$ cat src/rtl/id_ex_stage_pkg.sv
// rtl/id_ex_stage_pkg.sv - shared pipeline constants, control group type and decode helpers
package id_ex_stage_pkg;

    // Opcodes the ID/EX stage needs to recognise
    localparam logic [5:0] OP_RTYPE = 6'h00;
    localparam logic [5:0] OP_J     = 6'h02;
    localparam logic [5:0] OP_JAL   = 6'h03;
    localparam logic [5:0] OP_BEQ   = 6'h04;
    localparam logic [5:0] OP_BNE   = 6'h05;
    localparam logic [5:0] OP_LUI   = 6'h0f;
    localparam logic [5:0] OP_LW    = 6'h23;
    localparam logic [5:0] OP_SB    = 6'h28;
    localparam logic [5:0] OP_SW    = 6'h2b;

    // RegDst encodings
    localparam logic [1:0] REGDST_RT   = 2'd0;
    localparam logic [1:0] REGDST_RD   = 2'd1;
    localparam logic [1:0] REGDST_RA   = 2'd2;
    localparam logic [1:0] REGDST_RSVD = 2'd3;

    localparam logic [4:0] REG_ZERO = 5'd0;
    localparam logic [4:0] REG_RA   = 5'd31;

    // Control group carried from ID to EX
    typedef struct packed {
        logic regWrite;
        logic memWrite;
        logic memRead;
        logic aluSrc;
        logic valid;
    } ctrl_t;

    // A bubble is an invalid instruction with every side effect disabled
    localparam ctrl_t CTRL_BUBBLE = 5'b0;

    function automatic logic usesRs(input logic [5:0] op);
        return !((op == OP_J) || (op == OP_JAL) || (op == OP_LUI));
    endfunction

    function automatic logic usesRt(input logic [5:0] op);
        return (op == OP_RTYPE) || (op == OP_BEQ) || (op == OP_BNE) ||
               (op == OP_SW) || (op == OP_SB);
    endfunction

    // Reserved RegDst encoding falls back to rt
    function automatic logic [4:0] resolveDest(input logic [1:0] regDst,
                                               input logic [4:0] rt,
                                               input logic [4:0] rd);
        logic [4:0] dest;
        case (regDst)
            REGDST_RD: dest = rd;
            REGDST_RA: dest = REG_RA;
            default:   dest = rt;
        endcase
        return dest;
    endfunction

endpackage

$ cat src/rtl/id_ex_stage_load_use_detect.sv
// rtl/id_ex_stage_load_use_detect.sv - combinational load-use hazard detection
//
// Ports:
//   memReadEx, validEx, regWrAddrEx : load currently in EX and its destination
//   opCodeId, rsAddrId, rtAddrId    : instruction in ID
//   rsUsed, rtUsed                  : which source registers the ID opcode reads
//   hazard                          : ID consumes the EX load result this cycle
module load_use_detect
    import id_ex_stage_pkg::*;
(
    input  logic       memReadEx,
    input  logic       validEx,
    input  logic [4:0] regWrAddrEx,
    input  logic [5:0] opCodeId,
    input  logic [4:0] rsAddrId,
    input  logic [4:0] rtAddrId,
    output logic       rsUsed,
    output logic       rtUsed,
    output logic       hazard
);

    logic loadInEx;

    always_comb begin
        rsUsed   = usesRs(opCodeId);
        rtUsed   = usesRt(opCodeId);
        // $0 is never really written, so a load to it cannot create a dependency
        loadInEx = memReadEx && validEx && (regWrAddrEx != REG_ZERO);
        hazard   = loadInEx &&
                   ((rsUsed && (regWrAddrEx == rsAddrId)) ||
                    (rtUsed && (regWrAddrEx == rtAddrId)));
    end

endmodule

$ cat src/rtl/id_ex_stage.sv
// rtl/id_ex_stage.sv - ID/EX pipeline register with load-use stall and flush bubble
//
// Ports:
//   clk, reset (async active-low)
//   Flush                     : squash the ID instruction (taken branch/jump)
//   *_ID                      : decoded opcode, register fields, control and data from ID
//   Stall_ID                  : combinational; hold PC and IF/ID
//   *_EX                      : registered values for EX, RegWrAddr_EX already resolved
//   StallCount                : saturating count of inserted bubbles
module id_ex_stage
    import id_ex_stage_pkg::*;
#(
    parameter int STALL_CNT_W = 16
) (
    input  logic                   clk,
    input  logic                   reset,
    input  logic                   Flush,
    input  logic [5:0]             OpCode_ID,
    input  logic [4:0]             RsAddr_ID,
    input  logic [4:0]             RtAddr_ID,
    input  logic [4:0]             RdAddr_ID,
    input  logic [1:0]             RegDst_ID,
    input  logic                   RegWrite_ID,
    input  logic                   MemWrite_ID,
    input  logic                   MemRead_ID,
    input  logic                   ALUSrc_ID,
    input  logic [31:0]            RsData_ID,
    input  logic [31:0]            RtData_ID,
    input  logic [31:0]            Imm_ID,
    input  logic [31:0]            PCPlus4_ID,
    output logic                   Stall_ID,
    output logic [5:0]             OpCode_EX,
    output logic [4:0]             RsAddr_EX,
    output logic [4:0]             RtAddr_EX,
    output logic [4:0]             RegWrAddr_EX,
    output logic                   RegWrite_EX,
    output logic                   MemWrite_EX,
    output logic                   MemRead_EX,
    output logic                   ALUSrc_EX,
    output logic                   Valid_EX,
    output logic [31:0]            RsData_EX,
    output logic [31:0]            RtData_EX,
    output logic [31:0]            Imm_EX,
    output logic [31:0]            PCPlus4_EX,
    output logic [STALL_CNT_W-1:0] StallCount
);

    ctrl_t ctrlEx;
    ctrl_t ctrlId;
    logic  hazard;
    logic  rsUsed;
    logic  rtUsed;
    logic  insertBubble;

    load_use_detect u_detect (
        .memReadEx   (ctrlEx.memRead),
        .validEx     (ctrlEx.valid),
        .regWrAddrEx (RegWrAddr_EX),
        .opCodeId    (OpCode_ID),
        .rsAddrId    (RsAddr_ID),
        .rtAddrId    (RtAddr_ID),
        .rsUsed      (rsUsed),
        .rtUsed      (rtUsed),
        .hazard      (hazard)
    );

    always_comb begin
        ctrlId.regWrite = RegWrite_ID;
        ctrlId.memWrite = MemWrite_ID;
        ctrlId.memRead  = MemRead_ID;
        ctrlId.aluSrc   = ALUSrc_ID;
        ctrlId.valid    = 1'b1;
        // The flushed instruction is discarded, so there is nothing to hold for
        Stall_ID        = hazard && !Flush;
        insertBubble    = Flush || hazard;
    end

    always_ff @(posedge clk or negedge reset) begin
        if (!reset) begin
            ctrlEx       <= CTRL_BUBBLE;
            OpCode_EX    <= '0;
            RsAddr_EX    <= '0;
            RtAddr_EX    <= '0;
            RegWrAddr_EX <= '0;
            RsData_EX    <= '0;
            RtData_EX    <= '0;
            Imm_EX       <= '0;
            PCPlus4_EX   <= '0;
        end else if (insertBubble) begin
            // Data fields are don't-care in a bubble and simply hold
            ctrlEx       <= CTRL_BUBBLE;
            OpCode_EX    <= '0;
            RsAddr_EX    <= '0;
            RtAddr_EX    <= '0;
            RegWrAddr_EX <= '0;
        end else begin
            ctrlEx       <= ctrlId;
            OpCode_EX    <= OpCode_ID;
            RsAddr_EX    <= RsAddr_ID;
            RtAddr_EX    <= RtAddr_ID;
            RegWrAddr_EX <= resolveDest(RegDst_ID, RtAddr_ID, RdAddr_ID);
            RsData_EX    <= RsData_ID;
            RtData_EX    <= RtData_ID;
            Imm_EX       <= Imm_ID;
            PCPlus4_EX   <= PCPlus4_ID;
        end
    end

    always_ff @(posedge clk or negedge reset) begin
        if (!reset) begin
            StallCount <= '0;
        end else if (insertBubble && (StallCount != {STALL_CNT_W{1'b1}})) begin
            StallCount <= StallCount + 1'b1;
        end
    end

    always_comb begin
        RegWrite_EX = ctrlEx.regWrite;
        MemWrite_EX = ctrlEx.memWrite;
        MemRead_EX  = ctrlEx.memRead;
        ALUSrc_EX   = ctrlEx.aluSrc;
        Valid_EX    = ctrlEx.valid;
    end

endmodule

$ cat config.mk
export PLATFORM = sky130hd
export DESIGN_NAME = id_ex_stage
export DESIGN_NICKNAME = d
export VERILOG_FILES = /design/src/rtl/id_ex_stage_pkg.sv /design/src/rtl/id_ex_stage_load_use_detect.sv /design/src/rtl/id_ex_stage.sv
export SDC_FILE = /design/constraint.sdc
export NUM_CORES = 1
export LEC_CHECK = 0
export BUFFER_PORTS_ARGS = -buffer_cell sky130_fd_sc_hd__buf_2
export CORE_ASPECT_RATIO = 2
export CORE_MARGIN = 8
export CORE_UTILIZATION = 47
export DETAILED_ROUTE_END_ITERATION = 6
export HOLD_SLACK_MARGIN = 0.12
export PLACE_DENSITY = 0.8
export REMOVE_ABC_BUFFERS = 1
export SYNTH_ARGS = -nofsm -noshare
export SYNTH_HDL_FRONTEND = slang
export SYNTH_SLANG_ARGS = --single-unit
$ cat constraint.sdc
create_clock -name clk -period 2.7 [get_ports clk]
set_clock_uncertainty 0.15 [all_clocks]
set_input_delay 0.81 -clock clk [delete_from_list [all_inputs] [get_ports clk]]
set_output_delay 0.81 -clock clk [all_outputs]
set_load 0.02 [all_outputs]
==> results_dict.tcl, run 1 <==
set metrics [dict create \
    h_tree_depth 4 \
    place_congestion 0.8566 \
    synthesis.area_mm2 0.007079 \
    power.density_mw_per_mm2 695.3 \
    grt_setup_unrepaired "yes" \
    post_synth.cell_area_avg_um2 15.84 \
    timing.critical_path.max_delay_family "flip-flops" \
    numPlacedInstances 987 \
    tritoncts_clock_tree "done" \
    drt_first_iter_violations 157 \
    track_usage_pct 21.56 \
    routed_wirelength_um 21070 \
    ys_ff_latch 170 \
    worstPathCellList "xor2_1, nor3_1, nand3_1, a211oi_2, buf_4" \
    rr_worst_depth 8 \
    avgRoutedWirePerCell_um 20.51 \
    worstPathBufferInverterCount 1 \
    cts-root-buf "sky130_fd_sc_hd__clkbuf_16" \
    drt.antenna.violating_nets 0 \
    route.detailed.drc 0 \
    ys_seq_area_share_pct 60.09 \
    violations_in_the_final_reports "negative setup slack" \
    startpoint_type "flop" \
    post_layout_nonfiller_instances 1027 \
    hold_path_class "input port to async pin" \
    worst-path-max-fanout 4 \
    drt_pass1_iterations 4 \
    place_hpwl_um 16560 \
    area_enclosed_by_the_die_boundary_mm2 0.01948 \
    routed-via-count 5022 \
    slew_viol_final 0 \
    worstMarginPinSlew_ns 0.4738 \
    postSynthCellCount 447 \
    final_util_pct 65.94 \
    route.detailed.vias_per_inst 4.890 \
    yosys.cell_types.count 35 \
    place.port_buffers 328 \
    status "complete, but fails checks" \
    globalRouteOverflowTotal 0 \
    cts.sinks 170 \
    worstPathArrival_ns 1.93 \
    layout.nets 972 \
    finalCritPeriodShare_pct 107.2 \
    achievable-frequency_mhz 345.6 \
    peakVddDrop_mv 0.4265 \
    first_global_vias 5741 \
    final.min_clock_period_ns 2.893 \
    antenna_found_initial 8 \
    setup_violations 1 \
    leakagePower_nw 5.157 \
    placeableCoreArea_mm2 0.01482 \
    timing.setup.critical_path_class "flop to output pin" \
    maxSlewHeadroom_pct 68.41 \
    timing.critical_path.slowest_cell_delay_ns 0.45 \
    num_rows 63 \
    required_ns 1.74 \
    grt_max_degree 63 \
    final.setup.worst_slack_ns -0.1933 \
    grt_first_pass_wirelength_um 31360 \
    end_kind "output pin" \
    cp_num_cells 5 \
    path_clk_slew_ns 0.07 \
    chipWidth_um 102.8 \
    cp_slowest_cell "sky130_fd_sc_hd__dfrtp_1" \
    ys.warnings.count 0 \
    fillerInstances 1126 \
    floorplan.die.height_um 189.6 \
    hold_violations 0 \
    top_level_ports 329 \
    cap_violations 0 \
    post_route_cells_drive_above_1_share_pct 62.74 \
    power.total_mw 6.794 \
    clock_latency_ns 0.42 \
    clock_path_buffers 2 \
    area_delta_synth_final_pct 38.03 \
    cts_buffers 17 \
    start_util_pct 47.77 \
]
logic make-up after synthesis:
| kind of cell | count (synthesis) | synth area share [%] |
|---|---|---|
| xor gates and xnor gates | 22 | 2.722 |
| muxes | 130 | 25.96 |
| adders and majority gates | 3 | 0.5303 |
| buffers and inverters | 31 | 3.164 |
| and+or+nand+nor | 72 | 5.338 |
| AOI/OAI and AO/OA | 19 | 2.192 |
| DFF | 170 | 60.09 |
path summary, 6_finish.rpt:
path / start / to / slack, ns
max in group asynchronous: reset / PCPlus4_EX[3] / 1.58
worst min-delay path: reset / Imm_EX[0] / 0.15
min in group clk: RsData_EX[1] / RsData_EX[1] / 0.34
worst max register to register: RegWrAddr_EX[1] / ALUSrc_EX / 0.22
worst max-delay path: RegWrAddr_EX[4] / Stall_ID / -0.19
worst min register to register: RsData_EX[1] / RsData_EX[1] / 0.34
layer usage:
layer  track usage [%]  share of wire, %  up-vias
li1                  -                 -     2291
met1             20.95                32     2473
met2             39.12                56      212
met3             5.749               7.5       46
met4             12.45               4.2        0
met5                 0                 0        -
registers in the layout, summed over array words and instances, names as in the netlist:
register / count
Imm_EX: 32
PCPlus4_EX: 32
RsData_EX: 32
RtData_EX: 32
StallCount: 16
OpCode_EX: 6
RegWrAddr_EX: 5
RsAddr_EX: 5
RtAddr_EX: 5
ALUSrc_EX: 1
MemRead_EX: 1
MemWrite_EX: 1
RegWrite_EX: 1
Valid_EX: 1
layout by cell type (no fill, tap or decap), types with 6 or more instances in the layout:
master,count
sky130_fd_sc_hd__nand3_1,10
sky130_fd_sc_hd__mux2_4,100
sky130_fd_sc_hd__buf_12,8
sky130_fd_sc_hd__and2_1,15
sky130_fd_sc_hd__dfrtp_1,170
sky130_fd_sc_hd__inv_1,11
sky130_fd_sc_hd__clkbuf_16,17
sky130_fd_sc_hd__nand2_1,12
sky130_fd_sc_hd__and3_1,8
sky130_fd_sc_hd__mux2_1,14
sky130_fd_sc_hd__nor2_1,15
sky130_fd_sc_hd__mux2_2,15
sky130_fd_sc_hd__inv_6,6
sky130_fd_sc_hd__buf_2,325
sky130_fd_sc_hd__diode_2,8
sky130_fd_sc_hd__buf_4,29
sky130_fd_sc_hd__xor2_1,10
sky130_fd_sc_hd__xnor2_1,12
stage by stage:
stage	hold WS (ns)	setup slack, ns	instance area [um2]	TNS (ns)
6_report	0.1496	-0.1933	9772	-0.1933
5_1_grt	0.1733	-0.2867	9772	-0.2867
4_1_cts	0.1549	-0.2021	9752	-0.2021
3_5_place_dp	0.3277	-0.3285	9170	-35.78
3_3_place_gp	0.3199	-0.3032	9170	-26.52
2_1_floorplan	0.3644	-5.903	6900	-853.61
Yosys cell counts:
master / number / share of area [%]
sky130_fd_sc_hd__a211oi_1: 2 / 0.21
sky130_fd_sc_hd__a21boi_0: 1 / 0.11
sky130_fd_sc_hd__a21oi_1: 3 / 0.21
sky130_fd_sc_hd__a221oi_1: 5 / 0.62
sky130_fd_sc_hd__a31oi_1: 1 / 0.088
sky130_fd_sc_hd__a41oi_1: 1 / 0.12
sky130_fd_sc_hd__a41oi_2: 1 / 0.23
sky130_fd_sc_hd__and2_1: 15 / 1.3
sky130_fd_sc_hd__and3_1: 8 / 0.71
sky130_fd_sc_hd__and4_1: 3 / 0.37
sky130_fd_sc_hd__buf_2: 2 / 0.14
sky130_fd_sc_hd__buf_6: 14 / 2.2
sky130_fd_sc_hd__clkbuf_1: 3 / 0.16
sky130_fd_sc_hd__dfrtp_1: 170 / 60
sky130_fd_sc_hd__ha_1: 3 / 0.53
sky130_fd_sc_hd__inv_1: 12 / 0.64
sky130_fd_sc_hd__mux2_1: 14 / 2.2
sky130_fd_sc_hd__mux2_2: 15 / 2.4
sky130_fd_sc_hd__mux2_4: 100 / 21
sky130_fd_sc_hd__mux2i_1: 1 / 0.14
sky130_fd_sc_hd__nand2_1: 12 / 0.64
sky130_fd_sc_hd__nand3_1: 10 / 0.71
sky130_fd_sc_hd__nand3b_1: 1 / 0.11
sky130_fd_sc_hd__nand4_1: 4 / 0.35
sky130_fd_sc_hd__nor2_1: 15 / 0.80
sky130_fd_sc_hd__nor3_1: 1 / 0.071
sky130_fd_sc_hd__nor4_1: 1 / 0.088
sky130_fd_sc_hd__o211ai_1: 2 / 0.21
sky130_fd_sc_hd__o21ai_2: 1 / 0.12
sky130_fd_sc_hd__o311a_1: 1 / 0.14
sky130_fd_sc_hd__o32ai_1: 1 / 0.12
sky130_fd_sc_hd__or2_1: 1 / 0.088
sky130_fd_sc_hd__or3_1: 1 / 0.088
sky130_fd_sc_hd__xnor2_1: 12 / 1.5
sky130_fd_sc_hd__xor2_1: 10 / 1.2
final cells by class:
type	instances	area [um2]	area share, %
Sequential cell	170	4254	43.53
Multi-Input combinational cell	246	2621	26.82
Clock buffer	19	452.9	4.635
Clock inverter	13	107.6	1.101
Antenna cell	8	20.02	0.2049
Inverter	12	45.04	0.4609
Tap cell	195	244.0	2.497
Timing Repair Buffer	364	2027	20.74
report_power, final:
| part | total (mW) | internal [mW] | switching [mW] | leakage (nW) |
|---|---|---|---|---|
| Clock | 2.30 | 1.25 | 1.06 | 0.272 |
| Sequential | 3.02 | 2.82 | 0.202 | 2.04 |
| Combinational | 1.47 | 0.668 | 0.802 | 2.85 |
repair_timing:
item                                    4_1_cts  5_1_grt
resized for setup                             6        0
pin swaps                                     0        1
buffers inserted                              0        0
hold buffers                                  0        0
endpoints found under the setup margin        1        1
endpoints found under the hold margin         0        0
(Power assumes the default switching activity.)
==> run 2, diff against run 1 <==
--- a/config.mk
+++ b/config.mk
@@ -12,6 +12,7 @@
 export DETAILED_ROUTE_END_ITERATION = 6
 export HOLD_SLACK_MARGIN = 0.12
 export PLACE_DENSITY = 0.8
+export RECOVER_POWER = 100
 export REMOVE_ABC_BUFFERS = 1
 export SYNTH_ARGS = -nofsm -noshare
 export SYNTH_HDL_FRONTEND = slang
==> run 2 against run 1 <==
Compared with the run above:
- the flow still finishes with violations (negative setup slack)
- worst hold slack better by 0.20 ns
- register-to-register slack worse by 0.28 ns
- design area is 3.1% lower
- non-clock buffer count stayed put
- critical endpoint unchanged
- total power is 1.3% lower
- sequential cell count stayed put
- critical path depth is 1 higher
- via count is 0.56% higher
- utilization is 2.0 points lower
- combinational power is 6% lower
- final cell count stayed put
==> results_dict.tcl, run 2 (synthesis results as in run 1) <==
set metrics [dict create \
    hold_path_class "flop to flop" \
    power.density_mw_per_mm2 708.1 \
    required_ns 1.74 \
    hold_violations 0 \
    track_usage_pct 21.56 \
    cp_slowest_cell "sky130_fd_sc_hd__or2_4" \
    tritoncts_clock_tree "done" \
    first_global_vias 5741 \
    fillerInstances 1194 \
    floorplan.die.height_um 189.6 \
    routed_wirelength_um 21190 \
    routed-via-count 5050 \
    slew_viol_final 0 \
    layout.cells.most_common_list "170 x sky130_fd_sc_hd__dfrtp_1, 169 x sky130_fd_sc_hd__clkbuf_1, 156 x sky130_fd_sc_hd__buf_2" \
    setup_violations 150 \
    cap_violations 0 \
    drt_first_iter_violations 145 \
    end_kind "output pin" \
    clock_latency_ns 0.42 \
    top_layer_used "met4" \
    route.detailed.drc 0 \
    status "complete, but fails checks" \
    leakagePower_nw 4.615 \
    grt_max_degree 63 \
    antenna_found_initial 8 \
    finalCritPeriodShare_pct 107.4 \
    wl_met3_um 1554 \
    grt_first_pass_wirelength_um 31360 \
    chipWidth_um 102.8 \
    worst-path-max-fanout 5 \
    start_util_pct 47.77 \
    drt.antenna.violating_nets 0 \
    path_clk_slew_ns 0.06 \
    area_enclosed_by_the_die_boundary_mm2 0.01948 \
    cts_hold_buf 0 \
    startpoint_type "input port" \
    avgRoutedWirePerCell_um 20.64 \
    layout.nets 972 \
    post_cts_buffers 0 \
    worst_path_most_repeated_cell "sky130_fd_sc_hd__a211oi_2" \
    clock_path_buffers 2 \
    maxSlewHeadroom_pct 31.06 \
    met2WireLength_um 11850 \
    cts.sinks 170 \
    area_delta_synth_final_pct 33.79 \
    place.port_buffers 328 \
    place_hpwl_um 16560 \
    cts_buffers 17 \
    wirelength_met1_um 6946 \
    num_rows 63 \
    placeableCoreArea_mm2 0.01482 \
    place_congestion 0.8566 \
    drt_pass1_iterations 4 \
    post_layout_nonfiller_instances 1027 \
    numPlacedInstances 987 \
    timing.setup.critical_path_class "input port to output pin" \
    route.detailed.vias_per_inst 4.917 \
    violations_in_the_final_reports "negative setup slack" \
    worstPathCellList "buf_6, or2_4, a211oi_2, o211ai_1, a211oi_2, buf_4" \
    achievable-frequency_mhz 344.9 \
    globalRouteOverflowTotal 0 \
    cts-root-buf "sky130_fd_sc_hd__clkbuf_16" \
    timing.critical_path.slowest_cell_delay_ns 0.25 \
    top_level_ports 329 \
    worstPathArrival_ns 1.94 \
    worstMarginPinSlew_ns 1.034 \
    peakVddDrop_mv 0.4269 \
    place_ws_ns -0.3285 \
    h_tree_depth 4 \
    most_common_library_cell_in_the_layout_ignoring_fill_and_taps "sky130_fd_sc_hd__dfrtp_1" \
    final.min_clock_period_ns 2.900 \
    final.setup.worst_slack_ns -0.1998 \
    post_route_cells_drive_above_1_share_pct 41.75 \
    grt_setup_unrepaired "yes" \
]
==> run 2: cell count changes in the layout (fill, tap and decap cells not counted), moves of 4 or more <==
cell                       before  now
sky130_fd_sc_hd__buf_12         8    4
sky130_fd_sc_hd__buf_2        325  156
sky130_fd_sc_hd__clkbuf_2       0    5
sky130_fd_sc_hd__clkbuf_1       0  169
==> run 2: critical path: cells and delay by family <==
family | cells | cell delay [ns]
AOI/OAI and AO/OA | 3 | 0.60
buffers and inverters | 2 | 0.28
and+or+nand+nor | 1 | 0.25
==> run 2: layout make-up <==
| cell class | count | area (um2) | area share (%) |
|---|---|---|---|
| multi-input cells | 246 | 2599 | 27.44 |
| clock inverters | 13 | 107.6 | 1.136 |
| flip-flops and latches | 170 | 4254 | 44.91 |
| diodes | 8 | 20.02 | 0.2114 |
| repair buffers | 364 | 1749 | 18.47 |
| inverters | 12 | 45.04 | 0.4756 |
| clock buffers | 19 | 452.9 | 4.782 |
| well taps | 195 | 244.0 | 2.576 |
==> run 2: power breakdown <==
part	switching (mW)	internal [mW]
logic	0.801	0.575
registers	0.212	2.82
clock network	1.05	1.25
==> run 2: repair_timing <==
item                                    CTS  global route
endpoints found under the setup margin    1             1
gates resized for setup                   6             0
pin swaps                                 0             1
==> run 2: path summary, 6_finish.rpt <==
| check | cells past startpoint | to | start | slack, ns |
|---|---|---|---|---|
| worst min-delay path | 1 | RtData_EX[23] | RtData_EX[23] | 0.34 |
| worst min register to register | 1 | RtData_EX[23] | RtData_EX[23] | 0.34 |
| worst max register to register | 9 | OpCode_EX[3] | RegWrAddr_EX[3] | -0.06 |
| worst max-delay path | 6 | Stall_ID | OpCode_ID[3] | -0.20 |
| max in group asynchronous | 2 | RegWrite_EX | reset | 0.50 |
| min in group asynchronous | 1 | Imm_EX[0] | reset | 0.41 |
==> run 2: metal layers <==
layer / GRT usage, % / vias to the layer above
met2: 39.12 / 216
met3: 5.749 / 48
met5: 0 / -
met4: 12.45 / 0
li1: - / 2292
met1: 20.95 / 2494
==> run 2: metrics by stage <==
stage          setup TNS [ns]  util [%]  hold slack, ns  cell area, um2  power, mW
3_5_place_dp           -35.78     61.88          0.3277            9170      4.543
2_1_floorplan         -853.61         -          0.3644            6900      3.914
3_3_place_gp           -26.52     61.88          0.3199            9170      4.485
6_report               -7.255     63.91          0.3450            9472      6.707
5_1_grt                -28.51     63.91          0.3660            9472      6.978
4_1_cts               -0.2021     65.81          0.1549            9752      6.862
==> run 3, diff against run 2 <==
--- a/config.mk
+++ b/config.mk
@@ -5,13 +5,14 @@
 export SDC_FILE = /design/constraint.sdc
 export NUM_CORES = 1
 export LEC_CHECK = 0
+export ABC_AREA = 1
 export BUFFER_PORTS_ARGS = -buffer_cell sky130_fd_sc_hd__buf_2
 export CORE_ASPECT_RATIO = 2
 export CORE_MARGIN = 8
 export CORE_UTILIZATION = 47
 export DETAILED_ROUTE_END_ITERATION = 6
 export HOLD_SLACK_MARGIN = 0.12
-export PLACE_DENSITY = 0.8
+export PLACE_DENSITY = 0.81
 export RECOVER_POWER = 100
 export REMOVE_ABC_BUFFERS = 1
 export SYNTH_ARGS = -nofsm -noshare
==> run 3 against run 2 <==
Compared with the run above:
- the run ends with max-capacitance violations, max-slew violations left
- area after synthesis is 1.7% lower
- clock-buffer cell count grew 3
- worst setup slack improved by 0.23 ns
- sequential share of layout area up 0.21 points
- die area down 1.5%
- clock power up 4%
- highest routed layer is now met5
- via count rose by 26%
==> results_dict.tcl, run 3 <==
set metrics [dict create \
    status "complete, but fails checks" \
    violations_in_the_final_reports "max-capacitance violations, max-slew violations" \
    clkPwrFrac_pct 36.7 \
    rr_worst_depth 12 \
    worstPathArrival_ns 1.71 \
    synth_top_cells_by_area "sky130_fd_sc_hd__dfrtp_1 61%, sky130_fd_sc_hd__nand2_1 24%, sky130_fd_sc_hd__nor2_1 2.3%, sky130_fd_sc_hd__nand3_1 2.0%, sky130_fd_sc_hd__buf_4 1.8%" \
    layout.nets 1298 \
    h_tree_depth 4 \
    synth_top_area_share_pct 61.16 \
    clock_path_buffers 2 \
    power.share.sequential_pct 45.2 \
    route.detailed.vias_per_inst 4.743 \
    placeableCoreArea_mm2 0.01466 \
    holdPathStages 2 \
    place.port_buffers 328 \
    hold_violations 0 \
    worstPathBufferInverterCount 3 \
    end_kind "output pin" \
    worstMarginPinSlew_ns 1.650 \
    final_util_pct 64.34 \
    grt_max_degree 71 \
    power.density_mw_per_mm2 692.0 \
    drt_pass1_iterations 5 \
    power.share.combinational_pct 18.1 \
    worstPathCellList "buf_2, buf_4, o22ai_1, nand2_1, nand3_1, nand2_1, nand2_2, nor2_2, buf_6" \
    top_level_ports 329 \
    cp_slowest_cell "sky130_fd_sc_hd__o22ai_1" \
    drt.antenna.violating_nets 0 \
    numPlacedInstances 1312 \
    post_synth.cell_area_avg_um2 8.651 \
    yosysTopAreaCell "sky130_fd_sc_hd__dfrtp_1" \
    area_enclosed_by_the_die_boundary_mm2 0.01918 \
    routed-via-count 6379 \
    start_util_pct 47.44 \
    chipWidth_um 102.0 \
    yosys.cell_types.count 24 \
    clock_latency_ns 0.42 \
    timing.setup.critical_path_class "input port to output pin" \
    slew_viol_final 38 \
    synth.most_common_cell "sky130_fd_sc_hd__nand2_1" \
    final.min_clock_period_ns 2.667 \
    finalSetupTns_ns 0 \
    avgRoutedWirePerCell_um 15.86 \
    synthesis.area_mm2 0.006955 \
    worst_path_most_repeated_cell "sky130_fd_sc_hd__nand2_1" \
    track_usage_pct 22.50 \
    synth-edff-count 0 \
    postSynthCellCount 804 \
    most_common_library_cell_in_the_layout_ignoring_fill_and_taps "sky130_fd_sc_hd__nand2_1" \
    cp_num_cells 9 \
    cap_violations 1 \
    area_delta_synth_final_pct 35.62 \
    power.total_mw 6.527 \
    ys_ff_latch 170 \
    route.detailed.drc 0 \
    required_ns 1.74 \
    tritoncts_clock_tree "done" \
    first_global_vias 6757 \
    worst-path-max-fanout 2 \
    grt_first_pass_wirelength_um 33750 \
    drt_first_iter_violations 199 \
    layout.cells.most_common_list "452 x sky130_fd_sc_hd__nand2_1, 326 x sky130_fd_sc_hd__buf_2, 168 x sky130_fd_sc_hd__dfrtp_1" \
    post_route_cells_drive_above_1_share_pct 34.26 \
    timing.critical_path.max_delay_family "buffers and inverters" \
    path_clk_slew_ns 0.06 \
    cts-root-buf "sky130_fd_sc_hd__clkbuf_16" \
    finalCritPeriodShare_pct 98.78 \
    startpoint_type "input port" \
    maxSlewHeadroom_pct -9.981 \
    place_hpwl_um 16650 \
    cts_buffers 17 \
    grt_setup_unrepaired "yes" \
    globalRouteOverflowTotal 0 \
    p_switching_mw 1.919 \
    synth_commonest_cells "453 x sky130_fd_sc_hd__nand2_1, 170 x sky130_fd_sc_hd__dfrtp_1, 43 x sky130_fd_sc_hd__nor2_1" \
    cts_hold_buf 0 \
    hold_path_class "flop to flop" \
    share_of_synthesized_registers_carrying_an_async_set_or_reset_pct 100.0 \
    floorplan.die.height_um 188.0 \
    cell_internal_pwr_mw 4.608 \
    place_congestion 0.9111 \
    cts.sinks 170 \
    peakVddDrop_mv 0.4752 \
    setup_violations 0 \
    insertedDiodeCount 0 \
    num_rows 63 \
    leakagePower_nw 5.585 \
    post_layout_nonfiller_instances 1345 \
    antenna_found_initial 1 \
    synth-main-ff-cell "sky130_fd_sc_hd__dfrtp_1" \
    timing.critical_path.slowest_cell_delay_ns 0.18 \
    ys.warnings.count 0 \
    achievable-frequency_mhz 374.9 \
    routed_wirelength_um 21330 \
    power.switching_fraction_pct 29.40 \
    ys_seq_area_share_pct 61.16 \
]
run 3: cell count changes in the layout (fill, tap and decap cells not counted), moves of 14 or more:
| cell | delta |
|---|---|
| sky130_fd_sc_hd__mux2_1 | -17 |
| sky130_fd_sc_hd__buf_4 | -15 |
| sky130_fd_sc_hd__buf_2 | +170 |
| sky130_fd_sc_hd__inv_1 | +17 |
| sky130_fd_sc_hd__clkbuf_1 | -166 |
| sky130_fd_sc_hd__nand3_1 | +18 |
| sky130_fd_sc_hd__mux2_2 | -15 |
| sky130_fd_sc_hd__nand2_1 | +440 |
| sky130_fd_sc_hd__and2_1 | -14 |
| sky130_fd_sc_hd__mux2_4 | -97 |
| sky130_fd_sc_hd__nor2_1 | +24 |
run 3: metrics by stage:
step | setup slack [ns] | area (um2) | hold WS [ns]
2_1_floorplan | -0.9164 | 6724 | 0.3644
3_3_place_gp | -0.01338 | 8848 | 0.3073
3_5_place_dp | 0.00007994 | 8848 | 0.3094
4_1_cts | 0.007558 | 9434 | 0.1298
5_1_grt | -0.05182 | 9433 | 0.3367
6_report | 0.03297 | 9433 | 0.3227
run 3: metal layers:
layer	global-route usage, %	vias to the layer above	wire length, um
met5	0	-	13
met4	7.456	2	372
met3	9.287	26	2645
met2	36.28	330	9885
met1	26.11	2936	8412
li1	-	3085	-
run 3: what timing repair did:
action	4_1_cts	5_1_grt
gates cloned	0	0
setup buffers	0	1
endpoints found under the setup margin	1	1
pin swaps	0	4
resized for setup	1	11
run 3: power by group through the flow:
stage / combinational [mW] / sequential (mW) / clock, mW
2_1_floorplan: 0.335 / 3.26 / 0
3_3_place_gp: 1.18 / 2.98 / 0
3_5_place_dp: 1.21 / 2.99 / 0
4_1_cts: 1.20 / 2.95 / 2.45
5_1_grt: 1.31 / 2.98 / 2.56
6_report: 1.18 / 2.95 / 2.39
run 3: logic make-up (layout without fill, tap and decap cells):
| logic type | after synthesis | after routing | share of synthesized area, % |
|---|---|---|---|
| AOI/OAI and AO/OA | 6 | 6 | 0.4497 |
| xor gates and xnor gates | 22 | 22 | 2.770 |
| adders and majority gates | 3 | 3 | 0.5397 |
| buffers and inverters | 67 | 413 | 5.109 |
| DFF | 170 | 170 | 61.16 |
| and+or+nand+nor | 536 | 536 | 29.97 |
run 3: path summary, 6_finish.rpt:
path,start,endpoint,slack [ns]
worst max-delay path,OpCode_ID[2],Stall_ID,0.03
worst min-delay path,PCPlus4_EX[20],PCPlus4_EX[20],0.32
worst max register to register,RegWrAddr_EX[1],StallCount[1],0.23
worst min register to register,PCPlus4_EX[20],PCPlus4_EX[20],0.32
max in group asynchronous,reset,RegWrAddr_EX[1],0.37
min in group asynchronous,reset,StallCount[9],0.81
run 3: worst reg2reg max path: cells and delay by family, from the launching register on:
kind	cells	cell delay, ns
buf+inv	2	0.59
simple gates	9	1.01
xor+xnor	1	0.17
flops	1	0.44
run 3: cell type report:
type                    count  area (um2)
fillers                  1233        5229
flip-flops and latches    170        4257
multi-input cells         567        2366
repair buffers            348        1857
clock buffers              22       464.2
well taps                 195       244.0
inverters                  33       126.4
clock inverters            10       118.9
